--- src/rtl/rtmc_pkg.sv ---
// Shared types and constants for the rtmc SPI slave front end.
package rtmc_pkg;

    localparam int unsigned SPI_BYTE_W = 8;
    localparam int unsigned CMD_WR_BIT = 7;
    localparam int unsigned BIT_CNT_W  = 3;

    typedef enum logic [1:0] {
        IDLE  = 2'd0,
        CMD   = 2'd1,
        WDATA = 2'd2,
        RDATA = 2'd3
    } spi_state_e;

endpackage

--- src/rtl/rtmc_sync.sv ---
// N-flop single-bit synchronizer with a selectable reset value.
module rtmc_sync #(
    parameter int unsigned N       = 2,
    parameter logic        RST_VAL = 1'b0
) (
    input  logic clk,
    input  logic rst_n,
    input  logic d,
    output logic q
);

    logic [N-1:0] sr;

    always_ff @(posedge clk or negedge rst_n) begin
        if (!rst_n) begin
            sr <= {N{RST_VAL}};
        end else begin
            sr <= {sr[N-2:0], d};
        end
    end

    assign q = sr[N-1];

endmodule

--- src/rtl/rtmc_spi_slave.sv ---
// SPI mode-0 slave: pin sync, command/data deframing, register-file strobes, sdo shift-out.
// Define RTMC_SPI_AUTOINC_EN to auto-increment the register address across burst bytes.
module rtmc_spi_slave
    import rtmc_pkg::*;
#(
    parameter int unsigned ADDR_W      = 4,
    parameter int unsigned SYNC_STAGES = 2
) (
    input  logic                  clk,
    input  logic                  rst_n,
    input  logic                  sck,
    input  logic                  cs_n,
    input  logic                  sdi,
    output logic                  sdo,
    output logic [ADDR_W-1:0]     reg_addr,
    output logic [SPI_BYTE_W-1:0] reg_wdata,
    output logic                  reg_we,
    output logic                  reg_re,
    input  logic [SPI_BYTE_W-1:0] reg_rdata,
    output logic                  busy
);

`ifdef RTMC_SPI_AUTOINC_EN
    localparam bit AUTOINC = 1'b1;
`else
    localparam bit AUTOINC = 1'b0;
`endif

    logic sck_s, cs_n_s, sdi_s, sck_d;
    logic [SYNC_STAGES-1:0] settle_sr;
    logic settled, rise, fall, boundary;

    spi_state_e state, state_n;
    logic [SPI_BYTE_W-1:0] rx, rx_n, tx, tx_n, rd_byte, rd_byte_n, rx_shift;
    logic [BIT_CNT_W-1:0]  bit_cnt, bit_cnt_n;
    logic [ADDR_W-1:0]     addr, addr_n, reg_addr_n;
    logic [SPI_BYTE_W-1:0] reg_wdata_n;
    logic armed, armed_n, load_q, load_n, data_seen, data_seen_n;
    logic reg_we_n, reg_re_n, sdo_n, busy_n;

    rtmc_sync #(.N(SYNC_STAGES), .RST_VAL(1'b0)) u_sync_sck  (.clk(clk), .rst_n(rst_n), .d(sck),  .q(sck_s));
    rtmc_sync #(.N(SYNC_STAGES), .RST_VAL(1'b1)) u_sync_cs_n (.clk(clk), .rst_n(rst_n), .d(cs_n), .q(cs_n_s));
    rtmc_sync #(.N(SYNC_STAGES), .RST_VAL(1'b0)) u_sync_sdi  (.clk(clk), .rst_n(rst_n), .d(sdi),  .q(sdi_s));

    // cs_n_s shows its reset value until the pipeline fills; only trust it once settled
    always_ff @(posedge clk or negedge rst_n) begin
        if (!rst_n) begin
            settle_sr <= '0;
            sck_d     <= 1'b0;
        end else begin
            settle_sr <= {settle_sr[SYNC_STAGES-2:0], 1'b1};
            sck_d     <= sck_s;
        end
    end

    assign settled  = settle_sr[SYNC_STAGES-1];
    assign rise     = sck_s & ~sck_d;
    assign fall     = ~sck_s & sck_d;
    assign rx_shift = {rx[SPI_BYTE_W-2:0], sdi_s};

    always_ff @(posedge clk or negedge rst_n) begin
        if (!rst_n) begin
            state     <= IDLE;
            rx        <= '0;
            tx        <= '0;
            rd_byte   <= '0;
            bit_cnt   <= '0;
            addr      <= '0;
            armed     <= 1'b0;
            load_q    <= 1'b0;
            data_seen <= 1'b0;
            reg_we    <= 1'b0;
            reg_re    <= 1'b0;
            reg_addr  <= '0;
            reg_wdata <= '0;
            sdo       <= 1'b0;
            busy      <= 1'b0;
        end else begin
            state     <= state_n;
            rx        <= rx_n;
            tx        <= tx_n;
            rd_byte   <= rd_byte_n;
            bit_cnt   <= bit_cnt_n;
            addr      <= addr_n;
            armed     <= armed_n;
            load_q    <= load_n;
            data_seen <= data_seen_n;
            reg_we    <= reg_we_n;
            reg_re    <= reg_re_n;
            reg_addr  <= reg_addr_n;
            reg_wdata <= reg_wdata_n;
            sdo       <= sdo_n;
            busy      <= busy_n;
        end
    end

    always_comb begin
        state_n     = state;
        rx_n        = rx;
        tx_n        = tx;
        rd_byte_n   = rd_byte;
        bit_cnt_n   = bit_cnt;
        addr_n      = addr;
        armed_n     = armed;
        load_n      = 1'b0;
        data_seen_n = data_seen;
        reg_we_n    = 1'b0;
        reg_re_n    = 1'b0;
        reg_addr_n  = reg_addr;
        reg_wdata_n = reg_wdata;
        boundary    = 1'b0;

        if (settled && cs_n_s) begin
            armed_n = 1'b1;
        end

        // read data arrives the cycle after the reg_re strobe
        if (reg_re) begin
            load_n = 1'b1;
        end
        if (load_q) begin
            tx_n      = reg_rdata;
            rd_byte_n = reg_rdata;
        end

        if (state != IDLE) begin
            if (rise) begin
                rx_n      = rx_shift;
                bit_cnt_n = bit_cnt + BIT_CNT_W'(1);
                boundary  = (bit_cnt == BIT_CNT_W'(SPI_BYTE_W - 1));
            end else if (fall && (bit_cnt != '0)) begin
                tx_n = {tx[SPI_BYTE_W-2:0], 1'b0};
            end
        end

        case (state)
            IDLE: begin
                if (armed && !cs_n_s) begin
                    state_n = CMD;
                end
            end
            CMD: begin
                if (boundary) begin
                    addr_n = rx_shift[ADDR_W-1:0];
                    if (rx_shift[CMD_WR_BIT]) begin
                        state_n = WDATA;
                    end else begin
                        state_n    = RDATA;
                        reg_re_n   = 1'b1;
                        reg_addr_n = rx_shift[ADDR_W-1:0];
                    end
                end
            end
            WDATA: begin
                if (boundary && (AUTOINC || !data_seen)) begin
                    reg_we_n    = 1'b1;
                    reg_addr_n  = addr;
                    reg_wdata_n = rx_shift;
                    data_seen_n = 1'b1;
                    if (AUTOINC) begin
                        addr_n = addr + ADDR_W'(1);
                    end
                end
            end
            RDATA: begin
                if (boundary) begin
                    if (AUTOINC) begin
                        reg_re_n   = 1'b1;
                        reg_addr_n = addr + ADDR_W'(1);
                        addr_n     = addr + ADDR_W'(1);
                    end else begin
                        tx_n = rd_byte;
                    end
                end
            end
            default: state_n = IDLE;
        endcase

        // deselect aborts the frame; a strobe decided above this cycle still goes out
        if (cs_n_s) begin
            state_n     = IDLE;
            rx_n        = '0;
            tx_n        = '0;
            bit_cnt_n   = '0;
            data_seen_n = 1'b0;
            load_n      = 1'b0;
        end

        busy_n = (state_n != IDLE);
        sdo_n  = busy_n & tx_n[SPI_BYTE_W-1];
    end

endmodule

--- config.mk ---
export PLATFORM = sky130hd
export DESIGN_NAME = rtmc_spi_slave
export DESIGN_NICKNAME = d
export VERILOG_FILES = /design/src/rtl/rtmc_pkg.sv /design/src/rtl/rtmc_sync.sv /design/src/rtl/rtmc_spi_slave.sv
export SDC_FILE = /design/constraint.sdc
export NUM_CORES = 1
export LEC_CHECK = 0
export CAP_MARGIN = 20
export CORE_ASPECT_RATIO = 1.25
export CORE_MARGIN = 8
export CORE_UTILIZATION = 45
export DETAILED_ROUTE_END_ITERATION = 10
export PLACE_DENSITY = 0.7
export SLEW_MARGIN = 20
export SYNTH_ARGS = -nofsm -noshare
export SYNTH_HDL_FRONTEND = slang
export SYNTH_SLANG_ARGS = --single-unit
--- constraint.sdc ---
create_clock -name clk -period 4 [get_ports clk]
set_input_delay 0.8 -clock clk [delete_from_list [all_inputs] [get_ports clk]]
set_output_delay 0.8 -clock clk [all_outputs]
set_load 0.03 [all_outputs]
==> results.ini, run 1 <==
[hold_path]
min_path_type=reg -> reg
min_path_cells=0

[clocking]
cts_sinks=60
hold_buffers=0
cts.repair.resized=0
clk_latency_ns=0.33
clk_pin_slew_ns=0.06
cts_tree=built
cts_setup_buffers=0
h-tree-depth=3
cts_root_buf=clkbuf_8
numCtsBuffers=9
cts_max_path_buffers=2

[grt]
antenna_found_initial=0
grt_overflow=0
grtUsageTotal_pct=12.1
grt_pass1_vias=1642
grt_pass1_wl_um=7980
grt_start_max_net_pins=35

[detailed_routing]
routed_wl_um=4750
drcViolationCount=0
routedWlPerCell_um=15.3
drt_iter0_markers=79
vias=1645
antenna_left=0
drt-pass1-iter-count=5
vias_per_cell=5.29

[synth]
synth_nets=229
yosysUniqueCellTypes=38
synth_area_mm2=0.00252
yosys.area.top_type_share_pct=57.6
yosysTopAreaCell=dfrtp_1
synth_commonest_cells=dfrtp_1, nand2_1, mux2_2, a21oi_1, mux2i_1
yosysMostFrequentCell=dfrtp_1
netlist_instances=213
ys_seq_elements=60
async_reset_ff_share_pct=100
synth_warnings=0
avgSynthCellArea_um2=11.8
synth_area_leaders=dfrtp_1, mux2_2, nand2_1
yosysSeqAreaShare_pct=59.7
ys.flop_type=dfrtp_1
synth_edf_count=0

[critical_path]
cp-start-kind=flip-flop
worst_setup_path_end_kind=output pin
cp_num_cells=1
cp.required_ns=3.20
crit_path_top_delay_cell=clkdlybuf4s50_1
cp_slowest_stage_delay_ns=0.67
crit_type=reg -> out
critPathBufInv=1
crit_chain=clkdlybuf4s50_1
cp_max_fo=2
cp.arrival_ns=1.36
rr_worst_depth=5
cp_top_family=buffers and inverters

[place]
placed_area_mm2=0.00281
dp_slack_ns=2.06
io_buffers=28
gp_congestion=0.757
dpl.hpwl_um=3180

[floorplanning]
die_area_mm2=0.00826
coreArea_mm2=0.00541
fp.dieW_um=82.9
row_count=30
die_y_um=99.6
initial_utilization_pct=46.6
ioPinCount=29

[timing]
setup_violations=0
final_max_slew_viol_count=0
whs_ns=0.349
worst_pin_slew_ns=0.868
slew-limit-headroom_pct=42.0
period_minus_slack_ns=2.16
finClkSkew_ns=0.00514
fin_crit_sh_pct=54.0
setup_tns_ns=0
rsz0062_at_grt=false
clock.fmax_ghz=0.463
worst_slack_ns=1.84
final-hold-violation-count=0

[layout]
n_antenna_cell=0
design_area_mm2=0.00301
area_growth_pct=19.3
drive_gt1_share_pct=16.2
fin_nets=258

[power_and_ir_drop]
p_per_area_mw_per_mm2=404
vdd_ir_drop_max_v=0.000257
leakage_nw=1.31

[flow_run]
maxCapViolCount=0

[outcome]
status=complete, no violations

flip-flops by register name, summed over array words and instances (netlist names):
register and count:
data_seen 1, settle_sr 2, bit_cnt 3, rx 7, armed 1, sck_d 1, addr 4, rd_byte 8
reg_re 1, load_q 1, reg_addr 4, u_sync_sdi.sr 2, u_sync_cs_n.sr 2, u_sync_sck.sr 2, tx 8, busy 1
state 2, sdo 1, reg_we 1, reg_wdata 8
through the flow:
step / util (%) / total power, W / instances
detailed placement: 51.9 / 0.000683 / 295
finish: 55.6 / 0.00122 / 311
CTS: 55.6 / 0.00123 / 311
global placement: 51.9 / 0.000682 / 295
global route: 55.6 / 0.00126 / 311
floorplan: - / 0.000654 / 213
final cells by class:
| type | instances | area [µm²] |
|---|---|---|
| Clock inverter | 2 | 35.0 |
| Sequential cell | 60 | 1500 |
| Inverter | 6 | 22.5 |
| Fill cell | 489 | 2400 |
| Multi-Input combinational cell | 136 | 918 |
| Clock buffer | 14 | 163 |
| Timing Repair Buffer | 29 | 283 |
| Tap cell | 64 | 80.1 |
where the power goes:
group | internal (W) | switching, W
Combinational | 0.0000186 | 0.0000271
Clock | 0.000322 | 0.000223
Sequential | 0.000616 | 0.00000914
Total | 0.000956 | 0.000260
cell families (layout without fill, tap and decap cells):
group / count (synthesis) / in the layout / synth area share (%)
flops: 60 / 60 / 59.7
simple gates: 60 / 60 / 11.7
compound gates: 41 / 41 / 9.94
mux: 30 / 30 / 12.9
buf+inv: 17 / 51 / 3.83
fa+ha+maj: 3 / 3 / 1.49
other cells: 1 / 1 / 0.149
xor+xnor: 1 / 1 / 0.348
layout by cell type, fill, tap and decap left out, drive strengths merged:
cell type | netlist | routed
clkbuf | 3 | 14
o211ai | 6 | 6
xnor2 | 1 | 1
bufinv | 0 | 1
mux2i | 11 | 11
and3b | 1 | 1
mux2 | 19 | 19
a31oi | 1 | 1
nand2b | 1 | 1
nor2b | 4 | 4
dfrtp | 58 | 58
dfstp | 2 | 2
nor4 | 1 | 1
nor2 | 7 | 7
buf | 8 | 2
nor3b | 2 | 2
a21oi | 17 | 17
and2b | 1 | 1
and4 | 1 | 1
a21o | 1 | 1
o31ai | 7 | 7
o31a | 1 | 1
clkdlybuf4s50 | 0 | 27
nand2 | 32 | 32
inv | 6 | 6
and2 | 4 | 4
conb | 1 | 1
clkinv | 0 | 1
and4b | 1 | 1
nor3 | 2 | 2
ha | 3 | 3
or3 | 1 | 1
o21ai | 8 | 8
nand3 | 2 | 2
final timing paths:
path	slack, ns	to	startpoint
max	1.84	reg_addr[2]	reg_addr[2]$_DFFE_PN0P_
min	0.35	settle_sr[1]$_DFF_PN0_	settle_sr[0]$_DFF_PN0_
max reg2reg	2.15	reg_wdata[2]$_DFFE_PN0P_	bit_cnt[0]$_DFFE_PN0P_
min reg2reg	0.35	settle_sr[1]$_DFF_PN0_	settle_sr[0]$_DFF_PN0_
max in group asynchronous	2.70	reg_wdata[7]$_DFFE_PN0P_	rst_n
min in group asynchronous	0.47	state[0]$_DFF_PN0_	rst_n
per-layer routing:
metal / vias to the layer above / global-route usage (%) / part of all wire, %
met3: 10 / 3.92 / 4.2
met4: 0 / 7.72 / 2.6
li1: 792 / - / -
met2: 35 / 17.9 / 47
met1: 808 / 14.7 / 46
met5: - / 0 / 0
No activity file was read; power rests on OpenSTA's default activity.
==> inputs of run 2 (changes only) <==
- PLACE_DENSITY: 0.7 -> 0.73
- clock period: 4 -> 1.95 ns (I/O delays scaled with it)
==> run 2 against run 1 <==
Flip-flop and latch count unchanged. Utilization up 0.79 points. First-iteration DRC count down 22%. Critical path depth up 4. Sequential power up 100%. Power up 99%. Critical path type is now reg -> reg. Critical endpoint is now reg_wdata[0]$_DFFE_PN0P_. Largest power group unchanged. Highest routed layer unchanged.
==> results.ini, run 2 (same netlist as run 1, synthesis figures left out) <==
[outcome]
status=complete, no violations

[critical_path]
crit_path_frequent_cell=ha_1
crit_path_top_delay_cell=dfrtp_1
r2r_slack_ns=0.13
crit_type=reg -> reg
cp_slowest_stage_delay_ns=0.41
rr_worst_depth=5
critPathBufInv=0
regToRegEndpoint=reg_wdata[0]$_DFFE_PN0P_
cp-start-kind=flip-flop
crit_chain=ha_1, ha_1, and3b_1, nand2_1, mux2_2
cp-startpoint=bit_cnt[0]$_DFFE_PN0P_
cp_max_fo=9
cp.arrival_ns=2.04
r2r-start=bit_cnt[0]$_DFFE_PN0P_
cp_num_cells=5
cp.required_ns=2.17
cp_top_family=simple AND/OR/NAND/NOR gates
worst_setup_path_end_kind=flip-flop

[floorplanning]
die_area_mm2=0.00826
initial_utilization_pct=46.6
row_count=30
die_y_um=99.6
ioPinCount=29
coreArea_mm2=0.00541
fp.dieW_um=82.9

[detailed_routing]
drt_iter0_markers=62
vias_per_cell=5.33
routedWlPerCell_um=15.3
antenna_left=0
vias=1680
routed_wl_um=4810
drt-pass1-iter-count=4
drcViolationCount=0

[clocking]
cts_setup_buffers=0
clk_latency_ns=0.34
cts_max_path_buffers=2
hold_buffers=0
h-tree-depth=3
cts_sinks=60
cts.repair.resized=0
cts_tree=built
numCtsBuffers=9
clk_pin_slew_ns=0.06
cts_root_buf=clkbuf_8

[place]
io_buffers=28
dp_slack_ns=0.115
gp_congestion=0.750
dpl.hpwl_um=3310
placed_area_mm2=0.00286

[layout]
final_cell_mix=dfrtp_1, nand2_1, clkdlybuf4s50_1
drive_gt1_share_pct=18.7
reg_top3=rd_byte (8), reg_wdata (8), tx (8)
post-route-util_pct=56.4
fin_nets=263
area_growth_pct=21.0
layout_commonest_cell=dfrtp_1
n_antenna_cell=0
design_area_mm2=0.00305

[timing]
final-hold-violation-count=0
setup_tns_ns=0
worst_pin_slew_ns=0.565
finClkSkew_ns=0.00626
clock.fmax_ghz=0.550
setup_violations=0
period_minus_slack_ns=1.82
final_max_slew_viol_count=0
slew-limit-headroom_pct=62.3
worst_slack_ns=0.132
whs_ns=0.0211
rsz0062_at_grt=false
fin_crit_sh_pct=93.2

[grt]
grt_pass1_wl_um=8440
grt_start_max_net_pins=29
grt_pass1_vias=1808
grtUsageTotal_pct=12.6
antenna_found_initial=0
grt_overflow=0

[flow_run]
maxCapViolCount=0

[hold_path]
min_path_type=in -> async

[power_and_ir_drop]
leakage_nw=1.34
vdd_ir_drop_max_v=0.000507
p_per_area_mw_per_mm2=794

-- run 2: layout make-up --
| cell class | count | area [µm²] |
|---|---|---|
| flip-flops and latches | 60 | 1500 |
| clock buffers | 14 | 183 |
| repair buffers | 34 | 333 |
| well taps | 64 | 80.1 |
| fillers | 471 | 2360 |
| multi-input cells | 136 | 921 |
| clock inverters | 1 | 5.00 |
| inverters | 6 | 22.5 |
-- run 2: layer usage --
layer	part of all wire, %	track usage (%)	wire, µm	up-vias
met4	2.1	7.59	102	0
met1	45	13.4	2140	840
li1	-	-	-	803
met2	49	21.2	2380	28
met5	0	0	0	-
met3	4.0	4.01	191	9
-- run 2: how the worst max path moves through the flow --
stage                               endpoint  slack, ns
finish              reg_wdata[0]$_DFFE_PN0P_       0.13
global route        reg_wdata[2]$_DFFE_PN0P_       0.01
CTS                 reg_wdata[0]$_DFFE_PN0P_       0.10
detailed placement  reg_wdata[0]$_DFFE_PN0P_       0.12
global placement    reg_wdata[5]$_DFFE_PN0P_       0.16
floorplan                    tx[2]$_DFF_PN0_       0.25
-- run 2: per-stage QoR --
stage | instances | power (W)
6_report | 315 | 0.00242
5_1_grt | 315 | 0.00252
4_1_cts | 315 | 0.00245
3_5_place_dp | 300 | 0.00141
3_3_place_gp | 300 | 0.00141
2_1_floorplan | 213 | 0.00134
-- run 2: power breakdown --
| part | internal (W) | switching (W) |
|---|---|---|
| clock | 0.000591 | 0.000445 |
| combinational | 0.0000447 | 0.0000564 |
| sequential | 0.00126 | 0.0000199 |
==> patch 1 (flow settings as in run 2) <==
Take the reset off `rd_byte`, `addr`, `reg_addr` and `reg_wdata` and load them in a clocked block of their own.
--- a/src/rtl/rtmc_spi_slave.sv
+++ b/src/rtl/rtmc_spi_slave.sv
@@ -63,35 +63,34 @@
             state     <= IDLE;
             rx        <= '0;
             tx        <= '0;
-            rd_byte   <= '0;
             bit_cnt   <= '0;
-            addr      <= '0;
             armed     <= 1'b0;
             load_q    <= 1'b0;
             data_seen <= 1'b0;
             reg_we    <= 1'b0;
             reg_re    <= 1'b0;
-            reg_addr  <= '0;
-            reg_wdata <= '0;
             sdo       <= 1'b0;
             busy      <= 1'b0;
         end else begin
             state     <= state_n;
             rx        <= rx_n;
             tx        <= tx_n;
-            rd_byte   <= rd_byte_n;
             bit_cnt   <= bit_cnt_n;
-            addr      <= addr_n;
             armed     <= armed_n;
             load_q    <= load_n;
             data_seen <= data_seen_n;
             reg_we    <= reg_we_n;
             reg_re    <= reg_re_n;
-            reg_addr  <= reg_addr_n;
-            reg_wdata <= reg_wdata_n;
             sdo       <= sdo_n;
             busy      <= busy_n;
         end
+    end
+
+    always_ff @(posedge clk) begin
+        rd_byte   <= rd_byte_n;
+        addr      <= addr_n;
+        reg_addr  <= reg_addr_n;
+        reg_wdata <= reg_wdata_n;
     end
 
     always_comb begin
Function: no difference found for any inputs over 10 cycles, from zero or initial values and one cycle with rst_n low; that may be too few to reach the edited logic, so the function may still have changed.
==> patch 1 against run 2 <==
Setup slack improved by 0.072 ns; non-clock buffer count increased by 3; sequential cell count unchanged; largest power group unchanged; clock skew increased by 0.00067 ns; highest routed layer unchanged; total power increased by 1.7%; sequential share of layout area increased by 6.3 points; area after synthesis decreased by 6.1%; largest cell class unchanged; critical path depth increased by 1; cell area decreased by 4.3%; first-iteration DRC count decreased by 37%; wire length decreased by 14%.
==> patch 1: results (changes against run 2) <==
Drt
  • Initial DRC count: 39 (was 62)
  • DR pass1 iterations: 4 (unchanged)
  • Post-route DRC: 0 (unchanged)
  • Vias: 1383 (was 1680)
  • Routed Wire Length: 4150 um (was 4810 um)

GRT
  • Global-route wire length before repair: 7080 um (was 8440 um)
  • Vias in the first global route: 1485 (was 1808)
  • GRT Total Usage: 11.7% (was 12.6%)
  • Initial antenna violation count: 0 (unchanged)
  • Largest net degree at the start of global routing: 37 (was 29)

Clock tree
  • Clk_lat worst skew: 0.32 ns (was 0.34 ns)
  • Post-CTS setup buffer count: 0 (unchanged)
  • CTS Buf Count: 9 (unchanged)
  • H-tree levels: 3 (unchanged)
  • # resized after CTS: 0 (unchanged)
  • Root Buffer: clkbuf_8 (unchanged)
  • CTS clk-pin slew, worst paths: 0.06 ns (about the same)
  • Clock Tree Buf Depth: 2 (unchanged)

Synthesis
  • Most frequent cells after synthesis: dfrtp_1 (34), edfxtp_1 (24), mux2i_1 (16) (was dfrtp_1 (58), nand2_1 (32), mux2_2 (19))
  • Net Count, Synth: 186 (was 229)
  • Top FF cell, synth: dfrtp_1 (unchanged)
  • Post-synth EDFFs: 24 (was 0)
  • Async SR Flop Fraction: 60.0% (was 100%)
  • Yosys warns: 0 (unchanged)
  • Distinct cell type count after synthesis: 36 (was 38)
  • Synth area leaders: dfrtp_1 (36%), edfxtp_1 (30%), mux2i_1 (6.8%), mux2_2 (2.4%), dfstp_2 (2.2%) (was dfrtp_1 (58%), mux2_2 (8.5%), nand2_1 (4.8%), mux2i_1 (4.4%), a21oi_1 (3.4%))
  • Sequential fraction of the synthesis area: 68.7% (was 59.7%)

Critical path
  • Worst r2r dst: sdo (was reg_wdata[0])
  • R2r startpoint: bit_cnt[0] (unchanged)
  • Register-to-Register Path Depth: 6 (was 5)
  • R2r setup slk: 0.20 ns (was 0.13 ns)
  • Worst-path fanout max: 8 (was 9)
  • Crit path DAT: 2.00 ns (was 2.04 ns)

Placement
  • Port Buffers: 28 (unchanged)
  • GPL Wtd Cong: 0.815 (was 0.750)
  • Final HPWL DP: 2840 um (was 3310 um)

Pwr
  • Pleak: 1.14 nW (was 1.34 nW)
  • Peak supply drop: 0.000604 V (was 0.000507 V)

Final layout
  • Nets: 223 (was 263)
  • Layout cell share with drive strength beyond 1: 16.0% (was 18.7%)
  • Layout fillers: 421 (was 471)
  • Largest regs: rd_byte x8, reg_wdata x8, tx x8 (unchanged)
  • # diodes: 0 (unchanged)

Status
  • Outcome: finished clean (unchanged)

Worst hold path
  • Worst min path class: in -> async (unchanged)

Timing
  • Max Clock Skew: 0.00693 ns (was 0.00626 ns)
  • Rel. slew slack: 34.1% (was 62.3%)

Floorplan
  • Die W: 80.8 um (was 82.9 um)
patch 1: changes by cell type in the layout (fill, tap and decap cells not counted), moves of 7 or more:
cell             run 2  this run
a21oi_1             17        10
dfrtp_1             58        34
nor2_1               5        14
mux2_2              19         5
nand2_1             32         9
edfxtp_1             0        24
patch 1: power breakdown:
group / internal (mW) / total [mW] / switching (mW)
combinational: 0.0502 / 0.0985 / 0.0483
sequential: 1.33 / 1.35 / 0.0171
clock: 0.576 / 1.02 / 0.442
patch 1: kinds of logic after synthesis:
family | count (synthesis) | share of synthesized area, %
flops | 60 | 68.7
mux | 21 | 9.15
other cells | 1 | 0.159
compound gates | 27 | 7.83
buf+inv | 16 | 3.65
fa+ha+maj | 3 | 1.59
simple gates | 41 | 8.57
xor+xnor | 1 | 0.370
patch 1: metrics by stage:
step	hold WS (ns)	cells	total power [mW]	setup WS, ns	instance area, um2
final	0.0168	274	2.46	0.204	2920
after global routing	0.0218	274	2.55	0.0808	2920
after CTS	0.0191	274	2.50	0.191	2920
after detailed placement	0.335	258	1.47	0.214	2740
after global placement	0.332	258	1.47	0.271	2740
after floorplan	0.0944	170	1.41	0.210	2360
patch 1: worst max path at each step:
stage                     startpoint     to  slack (ns)  cells past startpoint
after CTS                 bit_cnt[0]  tx[7]        0.19                      6
after global placement    bit_cnt[0]    sdo        0.27                      6
after detailed placement  bit_cnt[0]  tx[7]        0.21                      6
after global routing        state[0]  rx[0]        0.08                      4
final                     bit_cnt[0]    sdo        0.20                      6
after floorplan           bit_cnt[0]  tx[7]        0.21                      8
patch 1: worst max-delay path, cell delays in order, from the launching register on:
cell	delay (ns)
dfrtp_1	0.41
ha_1	0.21
ha_1	0.17
and3b_1	0.23
and3_4	0.25
o31ai_2	0.26
and2_1	0.16
patch 1: final cells by class:
cell class | instances | area (um2) | area share, %
flip-flops and latches | 60 | 1620 | 55.7
multi-input cells | 94 | 659 | 22.6
repair buffers | 37 | 355 | 12.2
clock buffers | 10 | 128 | 4.37
well taps | 62 | 77.6 | 2.66
clock inverters | 6 | 55.1 | 1.89
inverters | 5 | 18.8 | 0.643
patch 1: metal layers:
| layer | part of all wire [%] | global-route usage [%] | routed length [um] | vias to the layer above |
|---|---|---|---|---|
| met3 | 4.4 | 3.43 | 181 | 9 |
| met5 | 0 | 0 | 0 | - |
| li1 | - | - | - | 678 |
| met2 | 48 | 17.3 | 1980 | 31 |
| met4 | 2.7 | 8.28 | 112 | 0 |
| met1 | 45 | 14.2 | 1870 | 665 |
==> patch 2 (config.mk and constraints of run 2) <==
Without the edit above. The package constant `BIT_CNT_W` goes from 3 to 6.
--- a/src/rtl/rtmc_pkg.sv
+++ b/src/rtl/rtmc_pkg.sv
@@ -3,7 +3,7 @@
 
     localparam int unsigned SPI_BYTE_W = 8;
     localparam int unsigned CMD_WR_BIT = 7;
-    localparam int unsigned BIT_CNT_W  = 3;
+    localparam int unsigned BIT_CNT_W  = 6;
 
     typedef enum logic [1:0] {
         IDLE  = 2'd0,
Behaviour: no difference found for any inputs over 10 cycles, from zero or initial values and one cycle with rst_n low; that may be too few to reach the edited logic, so the function may still have changed.
==> patch 2 against run 2 <==
Total power grew 5.4%; setup slack lost 0.016 ns; combinational power shrank 7%; sequential share of layout area shrank 0.066 points; cell area grew 5.1%; area after synthesis grew 4.0%; global-route usage grew 0.26 points; wire length grew 2.3%; sequential cell count grew 3.
==> patch 2: results (changes against run 2) <==
Status
  • Outcome: finished clean (unchanged)

Placement
  • Final HPWL DP: 3360 um (was 3310 um)
  • GPL Wtd Cong: 0.766 (was 0.750)
  • Inst Count DP: 311 (was 300)

GRT
  • Global-route wire length before repair: 8710 um (was 8440 um)
  • Met2 GRT Util: 20.6% (was 21.2%)
  • GRT Total Usage: 12.8% (was 12.6%)
  • Vias in the first global route: 1840 (was 1808)
  • Met1 usage: 14.8% (was 13.4%)
  • Met3 global-route usage: 4.18% (was 4.01%)

Synthesis
  • Most frequent cells after synthesis: dfrtp_1 (61), mux2_2 (25), nand2_1 (18) (was dfrtp_1 (58), nand2_1 (32), mux2_2 (19))
  • Synth Area in XOR/XNOR: 1.67% (was 0.348%)
  • Synth area leaders: dfrtp_1 (58%), mux2_2 (11%), mux2i_1 (2.7%), nand2_1 (2.6%), a21oi_1 (2.5%) (was dfrtp_1 (58%), mux2_2 (8.5%), nand2_1 (4.8%), mux2i_1 (4.4%), a21oi_1 (3.4%))
  • Synth Instances: 221 (was 213)
  • Sequential fraction of the synthesis area: 60.3% (was 59.7%)
  • Synth Area in Compound Gates: 6.69% (was 9.94%)
  • Mux share of post-synthesis cell area: 13.4% (was 12.9%)
  • Net Count, Synth: 236 (was 229)

Critical path
  • Register-to-Register Path Depth: 7 (was 5)
  • Crit path DAT: 2.06 ns (was 2.04 ns)
  • Critical Path End: addr[1] (was reg_wdata[0])

Drt
  • Initial DRC count: 50 (was 62)
  • Via density: 5.18 (was 5.33)
  • Wire per inst: 15.0 um (was 15.3 um)

Worst hold path
  • Worst min path class: reg -> reg (was in -> async)

Final layout
  • Nets: 273 (was 263)

Timing
  • Max Clock Skew: 0.00741 ns (was 0.00626 ns)

Pwr
  • Peak supply drop: 0.000488 V (was 0.000507 V)
  • Pleak: 1.49 nW (was 1.34 nW)
## patch 2: cell types whose count changed after synthesis, sizes merged, moves of 6 or more
cell and change:
o31ai -7, nor2 +12, nand2 -12, nand2b +7
nand3 +6, mux2 +6
## patch 2: layout make-up
class / count / area [um2]
Clock buffer: 10 / 138
Clock inverter: 6 / 60.1
Fill cell: 489 / 2500
Inverter: 11 / 41.3
Multi-Input combinational cell: 137 / 953
Sequential cell: 63 / 1580
Tap cell: 66 / 82.6
Timing Repair Buffer: 36 / 350
## patch 2: how the worst min path moves through the flow
stage                       endpoint  slack [ns]  cells after the start
floorplan                    addr[0]        0.09                      0
global placement    u_sync_sck.sr[0]        0.27                      1
detailed placement  u_sync_sck.sr[0]        0.27                      1
CTS                     settle_sr[1]        0.35                      0
global route            settle_sr[1]        0.36                      0
finish              u_sync_sdi.sr[1]        0.35                      0
## patch 2: routing by layer
layer	vias up	share of wire (%)	wire length (um)
li1	821	-	-
met1	835	44	2170
met2	36	50	2440
met3	12	3.9	194
met4	0	2.4	117
met5	-	0	0
## patch 2: timing repair
| action | 4_1_cts | 5_1_grt |
|---|---|---|
| hold buffers | 1 | 0 |
| setup buffers | 0 | 1 |
| resized for setup | 0 | 1 |
| endpoints found under the hold margin | 7 | 0 |
| setup endpoints to repair | 0 | 17 |
## patch 2: cell families after synthesis
group / after synthesis
and+or+nand+nor: 67
DFF: 63
muxes: 32
AOI/OAI and AO/OA: 30
buffers and inverters: 21
xor gates and xnor gates: 5
adders and majority gates: 2
other: 1
## patch 2: where the power goes
part	internal (mW)	switching [mW]	total, mW
Clock	0.617	0.498	1.12
Combinational	0.0439	0.0504	0.0943
Sequential	1.32	0.0180	1.34
Total	1.99	0.566	2.55
## patch 2: critical path, stage by stage, from the launching register on
cell     delay (ns)
dfrtp_1        0.38
ha_1           0.20
nand2_1        0.10
nor4b_4        0.28
buf_4          0.19
nand2_2        0.09
nor2_4         0.14
mux2_2         0.36
## patch 2: per-stage QoR
| step | hold slack, ns | worst slack [ns] | cell area (um2) | util (%) |
|---|---|---|---|---|
| 6_report | 0.351 | 0.116 | 3200 | 56.2 |
| 5_1_grt | 0.355 | -0.00779 | 3200 | 56.2 |
| 4_1_cts | 0.352 | 0.0616 | 3200 | 56.0 |
| 3_5_place_dp | 0.273 | 0.0667 | 2990 | 52.4 |
| 3_3_place_gp | 0.266 | 0.150 | 2990 | 52.4 |
| 2_1_floorplan | 0.0944 | 0.243 | 2620 | - |
